File: config.mk
export PLATFORM = sky130hd
export DESIGN_NAME = conv_encoder
export DESIGN_NICKNAME = d
export VERILOG_FILES = /design/src/rtl/conv_encoder.sv
export SDC_FILE = /design/constraint.sdc
export NUM_CORES = 1
export LEC_CHECK = 0
export BUFFER_PORTS_ARGS = -buffer_cell sky130_fd_sc_hd__clkbuf_2
export CAP_MARGIN = 10
export CORE_MARGIN = 3
export CORE_UTILIZATION = 64
export DETAILED_ROUTE_END_ITERATION = 10
export PLACE_DENSITY = 0.84
export SLEW_MARGIN = 20
export SYNTH_ARGS = -nofsm -noshare
export SYNTH_HDL_FRONTEND = slang
export SYNTH_SLANG_ARGS = --single-unit
File: constraint.sdc
create_clock -name clk -period 7.2 [get_ports clk]
set_input_delay 0.72 -clock clk [delete_from_list [all_inputs] [get_ports clk]]
set_output_delay 0.72 -clock clk [all_outputs]
set_load 0.03 [all_outputs]
File: src/rtl/conv_encoder.sv
// conv_encoder: table-driven convolutional encoder streaming N bits per cycle for L cycles,
// with an optional per-bit error mask XORed onto the output stream.
`default_nettype none

module conv_encoder #(
  parameter int N = 2,
  parameter int K = 1,
  parameter int M = 4,
  parameter int L = 7
) (
  input  logic             clk,
  input  logic             reset,
  input  logic             load,
  input  logic [M-K-1:0]   state_address,
  input  logic [K-1:0]     input_address,
  input  logic [M-K-1:0]   next_state_data,
  input  logic [0:N-1]     output_data,
  input  logic             start,
  input  logic [0:K*L-1]   message,
  input  logic [0:N*L-1]   err_mask,
  output logic             busy,
  output logic [0:N-1]     encoded,
  output logic             valid,
  output logic             last,
  output logic [M-K-1:0]   final_state,
  output logic             state_ok
);

  localparam int S     = M - K;
  localparam int DEPTH = 2 ** (S + K);
  localparam int TW    = (L > 1) ? $clog2(L) : 1;

  typedef enum logic {
    IDLE = 1'b0,
    RUN  = 1'b1
  } fsm_t;

  fsm_t fsm, fsm_next;

  logic [S-1:0]   ns_tbl  [DEPTH];
  logic [0:N-1]   out_tbl [DEPTH];

  logic [0:K*L-1] msg_reg;
  logic [0:N*L-1] mask_reg;
  logic [S-1:0]   enc_state;
  logic [TW-1:0]  step;

  logic [K-1:0]   sym;
  logic [S+K-1:0] row;
  logic           step_last;
  logic           accept;

  always_comb begin
    sym       = msg_reg[K*int'(step) +: K];
    row       = {enc_state, sym};
    step_last = (step == TW'(L - 1));
    // load has priority: a start coinciding with a table write is dropped
    accept    = (fsm == IDLE) && start && !load;
    fsm_next  = fsm;
    case (fsm)
      IDLE:    if (accept)    fsm_next = RUN;
      RUN:     if (step_last) fsm_next = IDLE;
      default:                fsm_next = IDLE;
    endcase
  end

  always_ff @(posedge clk) begin
    if (reset) fsm <= IDLE;
    else        fsm <= fsm_next;
  end

  always_ff @(posedge clk) begin
    if (reset) begin
      for (int i = 0; i < DEPTH; i++) begin
        ns_tbl[i]  <= '0;
        out_tbl[i] <= '0;
      end
      msg_reg     <= '0;
      mask_reg    <= '0;
      enc_state   <= '0;
      step        <= '0;
      busy        <= 1'b0;
      encoded     <= '0;
      valid       <= 1'b0;
      last        <= 1'b0;
      final_state <= '0;
      state_ok    <= 1'b1;
    end else begin
      case (fsm)
        IDLE: begin
          valid <= 1'b0;
          last  <= 1'b0;
          busy  <= accept;
          // The edge after the final slice publishes the end state of that stream
          if (last) begin
            final_state <= enc_state;
            state_ok    <= (enc_state == '0);
          end
          if (load) begin
            ns_tbl[{state_address, input_address}]  <= next_state_data;
            out_tbl[{state_address, input_address}] <= output_data;
          end else if (start) begin
            msg_reg   <= message;
            mask_reg  <= err_mask;
            enc_state <= '0;
            step      <= '0;
          end
        end
        RUN: begin
          encoded   <= out_tbl[row] ^ mask_reg[N*int'(step) +: N];
          valid     <= 1'b1;
          last      <= step_last;
          enc_state <= ns_tbl[row];
          step      <= step + 1'b1;
        end
        default: ;
      endcase
    end
  end

endmodule

`default_nettype wire

* After elaboration in Yosys (flattened, before gate mapping)
Memories as Yosys holds them, arrays and structs flattened. Index checks and enable logic that the tools add are counted.
Word-level totals: memories kept 2, output and inout bits 9, input port bits 34, bits in read-only memories 0, flip-flop bits (word level) 37, RAM bits 80, word-level logic and storage cells 54, latch bits 0
Memory list:
- ns_tbl | words 16, bits a word 3, read ports 1, clocked after Yosys merged registers in 0, write ports 16, RTL line 40 | logic [S-1:0] ns_tbl [DEPTH];
- out_tbl | words 16, bits a word 2, read ports 1, clocked after Yosys merged registers in 0, write ports 16, RTL line 41 | logic [0:N-1] out_tbl [DEPTH];
Operators by class: muxes and demuxes 21, $add $sub $neg 1, multipliers 0, bitwise logic cells 5, order comparisons 0, shift operators 2, equality and inequality tests 3, divide/modulo/power cells 0, reduce and logical (&&, ||, !) cells 9
Operators with widths (number):
- NOT 3 -> 32 bit | 1
- NOT 4 -> 32 bit | 1
- variable part select 14 x 32 -> 15 bit | 1
- variable part select 7 x 32 -> 8 bit | 1
- one-hot mux 3 bit (2 select lines) | 2
- two-way mux 1 bit | 10
- two-way mux 3 bit | 3
- two-way mux 4 bit | 2
- one-hot mux 1 bit (2 select lines) | 3
- inequality test 2 bit (second input constant) | 2
- AND reduction 2 bit | 2
- adder 3 x 1 -> 3 bit (second input constant) | 1
- == test 3 bit (second input constant) | 1
- zero test 3 bit | 1
- AND reduction 3 bit | 1
- OR reduction 3 bit | 1
- logical AND 1 bit | 2
- two-way mux 2 bit | 1
- NOT 1 bit | 2
- OR reduction 2 bit | 1
- bitwise XOR 2 bit | 1
- zero test 1 bit | 1

* Depth between registers and ports, before layout
depth after elaboration 6, mapped depth 9, gate-level depth less buffers 6

* Worst setup path before layout
OpenSTA, ideal clock, no wires.
path kind register to register, start point reg step[0], end point reg encoded[1] in the netlist's numbering, library setup time 88 ps, data arrival time 2395 ps, path buffers 3, cell stages (with the launch flop) 10, slack 4717 ps, data required time 7112 ps, cells stage by stage dfxtp_1 > buf_6 > mux2_1 > mux4_2 > buf_6 > buf_6 > mux2i_1 > o211ai_1 > or3_1 > a311oi_2
Between the ends: cells in the longest elaborated chain, start to end 4, elaborated cells between the ends (all ways) 6
Ends and longest elaborated chain:
- start, declared | RTL line 46 | logic [TW-1:0] step;
- start signal, assigned | RTL line 114 | step <= step + 1'b1;
- NOT 3 -> 32 bit (implied by the code) | RTL line 54 | sym = msg_reg[K*int'(step) +: K];
- variable part select 7 x 32 -> 8 bit | RTL line 54
- memory read (16 x 2 bit)
- bitwise XOR 2 bit (*) | RTL line 110 | encoded <= out_tbl[row] ^ mask_reg[N*int'(step) +: N];
- end signal, assigned | RTL line 110
- end, declared | RTL line 22 | output logic [0:N-1] encoded,
Mark *: on every way between the ends. The rest lies on a longest branch, timed or not. A chain may end at the register's enable or synchronous reset.

* Worst setup path in the final report
start point reg step[0], end point reg enc_state[2]
Between the ends: cells in the longest elaborated chain, start to end 4
Ends and longest elaborated chain:
- NOT 3 -> 32 bit (implied by the code) | RTL line 54
- variable part select 7 x 32 -> 8 bit | RTL line 54
- memory read (16 x 3 bit)
- one-hot mux 3 bit (2 select lines) | RTL line 89 | case (fsm)
- end signal, assigned | RTL line 113 | enc_state <= ns_tbl[row];
- end, declared | RTL line 45 | logic [S-1:0] enc_state;
No other way between the ends.

==> flow_results.xml <==
<?xml version="1.0" encoding="UTF-8"?>
<metrics>
  <group name="clock_network">
    <metric name="tritoncts" unit="">built</metric>
    <metric name="clkTransAtPathRegs" unit="ns">0.05</metric>
    <metric name="cts_buffers" unit="">17</metric>
    <metric name="clk_root_buffer_cell" unit="">sky130_fd_sc_hd__clkbuf_8</metric>
    <metric name="clkSinkCount" unit="">117</metric>
    <metric name="cts_buffer_depth" unit="">2</metric>
    <metric name="hold_buffers" unit="">0</metric>
    <metric name="worst_skew_pair.late_latency" unit="ns">0.52</metric>
    <metric name="cts.repair.resized" unit="">0</metric>
    <metric name="h_tree_lvl_count" unit="">4</metric>
    <metric name="cts_setup_buffers" unit="">0</metric>
  </group>
  <group name="drt">
    <metric name="route.antenna.remaining_nets" unit="">0</metric>
    <metric name="vias_per_cell" unit="">6.10</metric>
    <metric name="drt-initial-drc-count" unit="">332</metric>
    <metric name="remaining_drc_errors" unit="">0</metric>
    <metric name="drt_first_pass_iters" unit="">7</metric>
    <metric name="vias" unit="">3826</metric>
    <metric name="postRouteWirelength" unit="µm">12300</metric>
    <metric name="avgRoutedWirePerCell" unit="µm">19.6</metric>
  </group>
  <group name="synth">
    <metric name="postSynthRegisterBits" unit="">117</metric>
    <metric name="post_synth_instance_area" unit="µm²">5400</metric>
    <metric name="count_of_yosys_warnings_during_synthesis" unit="">0</metric>
    <metric name="post_synth_main_area_contributors" unit="">sky130_fd_sc_hd__edfxtp_1 44%, sky130_fd_sc_hd__dfxtp_1 14%, sky130_fd_sc_hd__and2_1 9.4%</metric>
    <metric name="postSynthAreaPerCell" unit="µm²">11.3</metric>
    <metric name="ys_seq_area_frac" unit="">0.582</metric>
    <metric name="synth_most_common_cell" unit="">sky130_fd_sc_hd__and2_1</metric>
    <metric name="async_flop_share" unit="">0</metric>
    <metric name="synthDistinctLibCells" unit="">37</metric>
    <metric name="most_area_hungry_cell_type_in_the_yosys_netlist" unit="">sky130_fd_sc_hd__edfxtp_1</metric>
    <metric name="synth_edf_count" unit="">80</metric>
    <metric name="synthesis.instances" unit="">479</metric>
    <metric name="synth_flop_cell" unit="">sky130_fd_sc_hd__edfxtp_1</metric>
    <metric name="ys_top_cells_by_count" unit="">81 x sky130_fd_sc_hd__and2_1, 80 x sky130_fd_sc_hd__edfxtp_1, 67 x sky130_fd_sc_hd__nand2_1, 37 x sky130_fd_sc_hd__dfxtp_1, 37 x sky130_fd_sc_hd__nor2_1</metric>
    <metric name="syn-num-nets" unit="">515</metric>
    <metric name="synth_largest_type_area_fraction" unit="">0.445</metric>
  </group>
  <group name="global_route">
    <metric name="grt_max_degree" unit="">50</metric>
    <metric name="antenna_found_initial" unit="">0</metric>
    <metric name="globalRouteTotalUtil" unit="">0.270</metric>
    <metric name="grt_pass1_vias" unit="">3822</metric>
    <metric name="global_route_wire_length_before_repair" unit="µm">19700</metric>
    <metric name="grt_overflow" unit="">0</metric>
  </group>
  <group name="setup_path">
    <metric name="timing.critical_path.fanout_max" unit="">30</metric>
    <metric name="rr_endpoint" unit="">enc_state[2]$_SDFFE_PP0P_</metric>
    <metric name="end_kind" unit="">flip-flop</metric>
    <metric name="worst_r2r_startpoint" unit="">step[0]$_SDFFE_PP0P_</metric>
    <metric name="critical_path_start_type" unit="">flip-flop</metric>
    <metric name="worst_reg2reg_path_length_in_cells" unit="">6</metric>
    <metric name="arrival_time_at_the_worst_endpoint" unit="ns">3.58</metric>
    <metric name="criticalPathCategory" unit="">flip-flop to flip-flop</metric>
    <metric name="ff2ff_setup_slack" unit="ns">4.03</metric>
    <metric name="worst-endpoint-required" unit="ns">7.61</metric>
  </group>
  <group name="timing">
    <metric name="tightestPinTransition" unit="ns">1.12</metric>
    <metric name="finalSetupViolCount" unit="">0</metric>
    <metric name="rsz_0062_raised_after_global_routing" unit="">false</metric>
    <metric name="timing.setup.tns" unit="ns">0</metric>
    <metric name="fin_skew" unit="ns">0.00562</metric>
    <metric name="finalMaxSlewViolations" unit="">0</metric>
    <metric name="post-route-min-period" unit="ns">3.17</metric>
    <metric name="report.final.hold_viol_count" unit="">0</metric>
    <metric name="max_freq" unit="GHz">0.315</metric>
    <metric name="final.period_utilization" unit="">0.441</metric>
    <metric name="setup_ws" unit="ns">4.03</metric>
    <metric name="slew_headroom" unit="">0.250</metric>
  </group>
  <group name="power">
    <metric name="power.static_leakage" unit="nW">2.39</metric>
    <metric name="power_density_over_the_cells" unit="nW/µm²">279</metric>
    <metric name="power.ir.vdd_worst" unit="mV">0.243</metric>
  </group>
  <group name="final_layout">
    <metric name="fill_cells" unit="">468</metric>
    <metric name="final_layout_size_suffix_gt1_frac" unit="">0.204</metric>
    <metric name="design.final.nets" unit="">548</metric>
    <metric name="core_utilization_of_the_finished_layout" unit="">0.785</metric>
    <metric name="antenna_cells" unit="">0</metric>
    <metric name="layout-area-overhead-vs-synth" unit="%">15.8</metric>
    <metric name="flip_flop_count_of_the_largest_register_all_copies_and_words_added" unit="">48</metric>
  </group>
  <group name="worst_hold_path">
    <metric name="worstHoldPathType" unit="">primary input to flip-flop</metric>
    <metric name="whs_endpoint" unit="">msg_reg[3]$_SDFFE_PP0P_</metric>
    <metric name="hold_path_stages" unit="">3</metric>
    <metric name="min_from" unit="">message[3]</metric>
  </group>
  <group name="floorplan">
    <metric name="chipWidth" unit="µm">97.9</metric>
    <metric name="core-area" unit="µm²">7970</metric>
    <metric name="rows" unit="">32</metric>
    <metric name="floorplan.initialDensity" unit="">0.678</metric>
    <metric name="die_area" unit="µm²">9580</metric>
    <metric name="pin_count" unit="">43</metric>
    <metric name="dieHeight" unit="µm">97.9</metric>
  </group>
  <group name="run">
    <metric name="maxCapViolCount" unit="">0</metric>
  </group>
  <group name="outcome">
    <metric name="status" unit="">finished clean</metric>
  </group>
  <group name="placement">
    <metric name="dp_hpwl" unit="µm">8010</metric>
    <metric name="placement.setup.worst_slack" unit="ns">4.16</metric>
    <metric name="place_congestion" unit="">0.877</metric>
    <metric name="buffer_ports.inserted" unit="">42</metric>
  </group>
</metrics>
## cell families (layout without fill, tap and decap cells)
logic type                 count (synthesis)  count (layout)  synth area share
buffers and inverters                     33              79            0.0273
DFF                                      117             117             0.582
adders and majority gates                  2               2           0.00463
muxes                                     37              37            0.0999
AOI/OAI and AO/OA                         58              58            0.0667
xor gates and xnor gates                   1               1           0.00162
and+or+nand+nor                          231             231             0.218
## layout by cell type (no fill, tap or decap), types with 4 or more instances in the layout
master	instances
sky130_fd_sc_hd__a211oi_1	4
sky130_fd_sc_hd__a21oi_1	33
sky130_fd_sc_hd__and2_1	81
sky130_fd_sc_hd__clkbuf_16	20
sky130_fd_sc_hd__clkbuf_2	42
sky130_fd_sc_hd__clkbuf_8	6
sky130_fd_sc_hd__dfxtp_1	37
sky130_fd_sc_hd__edfxtp_1	80
sky130_fd_sc_hd__mux2i_1	19
sky130_fd_sc_hd__mux4_2	13
sky130_fd_sc_hd__nand2_1	67
sky130_fd_sc_hd__nand2b_1	7
sky130_fd_sc_hd__nor2_1	37
sky130_fd_sc_hd__nor2b_1	7
sky130_fd_sc_hd__nor3_1	7
sky130_fd_sc_hd__o21ai_0	4
sky130_fd_sc_hd__or2_2	18
## worst max-delay path by stage
stage / start / to / slack, ns / depth (start not counted)
2_1_floorplan: step[0]$_SDFFE_PP0P_ / encoded[1]$_SDFFE_PP0P_ / 4.72 / 9
3_3_place_gp: step[0]$_SDFFE_PP0P_ / enc_state[2]$_SDFFE_PP0P_ / 4.27 / 6
3_5_place_dp: step[0]$_SDFFE_PP0P_ / enc_state[2]$_SDFFE_PP0P_ / 4.16 / 6
4_1_cts: step[0]$_SDFFE_PP0P_ / enc_state[2]$_SDFFE_PP0P_ / 4.05 / 6
5_1_grt: step[0]$_SDFFE_PP0P_ / enc_state[2]$_SDFFE_PP0P_ / 3.86 / 6
6_report: step[0]$_SDFFE_PP0P_ / enc_state[2]$_SDFFE_PP0P_ / 4.03 / 6
## layout make-up
class / instances / area (µm²) / share of cell area
clock buffer: 29 / 594 / 0.0950
clock inverter: 3 / 45.0 / 0.00720
inverter: 3 / 11.3 / 0.00180
multi-input combinational: 329 / 2110 / 0.337
sequential: 117 / 3140 / 0.502
tap: 102 / 128 / 0.0204
timing repair buffer: 44 / 225 / 0.0360
## where the power goes
group | leakage, nW | internal [mW] | switching, mW
clock | 0.308 | 0.588 | 0.283
combinational | 0.959 | 0.0435 | 0.0667
sequential | 1.12 | 0.745 | 0.0199
## layer usage
metal / vias to the layer above / GRT usage / share of wire
li1: 1741 / - / -
met1: 1863 / 0.341 / 0.39
met2: 190 / 0.438 / 0.50
met3: 32 / 0.0843 / 0.081
met4: 0 / 0.102 / 0.028
met5: - / 0 / 0
## worst max-delay path, stage by stage, from the launching register on
cell and delay, ns:
sky130_fd_sc_hd__dfxtp_1 0.58, sky130_fd_sc_hd__mux2_1 0.38, sky130_fd_sc_hd__mux4_2 0.87, sky130_fd_sc_hd__mux4_2 0.59
sky130_fd_sc_hd__o21ai_0 0.32, sky130_fd_sc_hd__o21bai_1 0.13, sky130_fd_sc_hd__a21o_1 0.19
## stage by stage
stage / cells / hold WS, ns / power [mW] / cell area [µm²]
final: 627 / 0.421 / 1.74 / 6260
after floorplan: 479 / 0.432 / 0.846 / 5400
after global routing: 627 / 0.414 / 1.80 / 6260
after global placement: 595 / 0.443 / 0.880 / 5620
after CTS: 627 / 0.413 / 1.74 / 6260
after detailed placement: 595 / 0.451 / 0.884 / 5620
(Power assumes the default switching activity.)
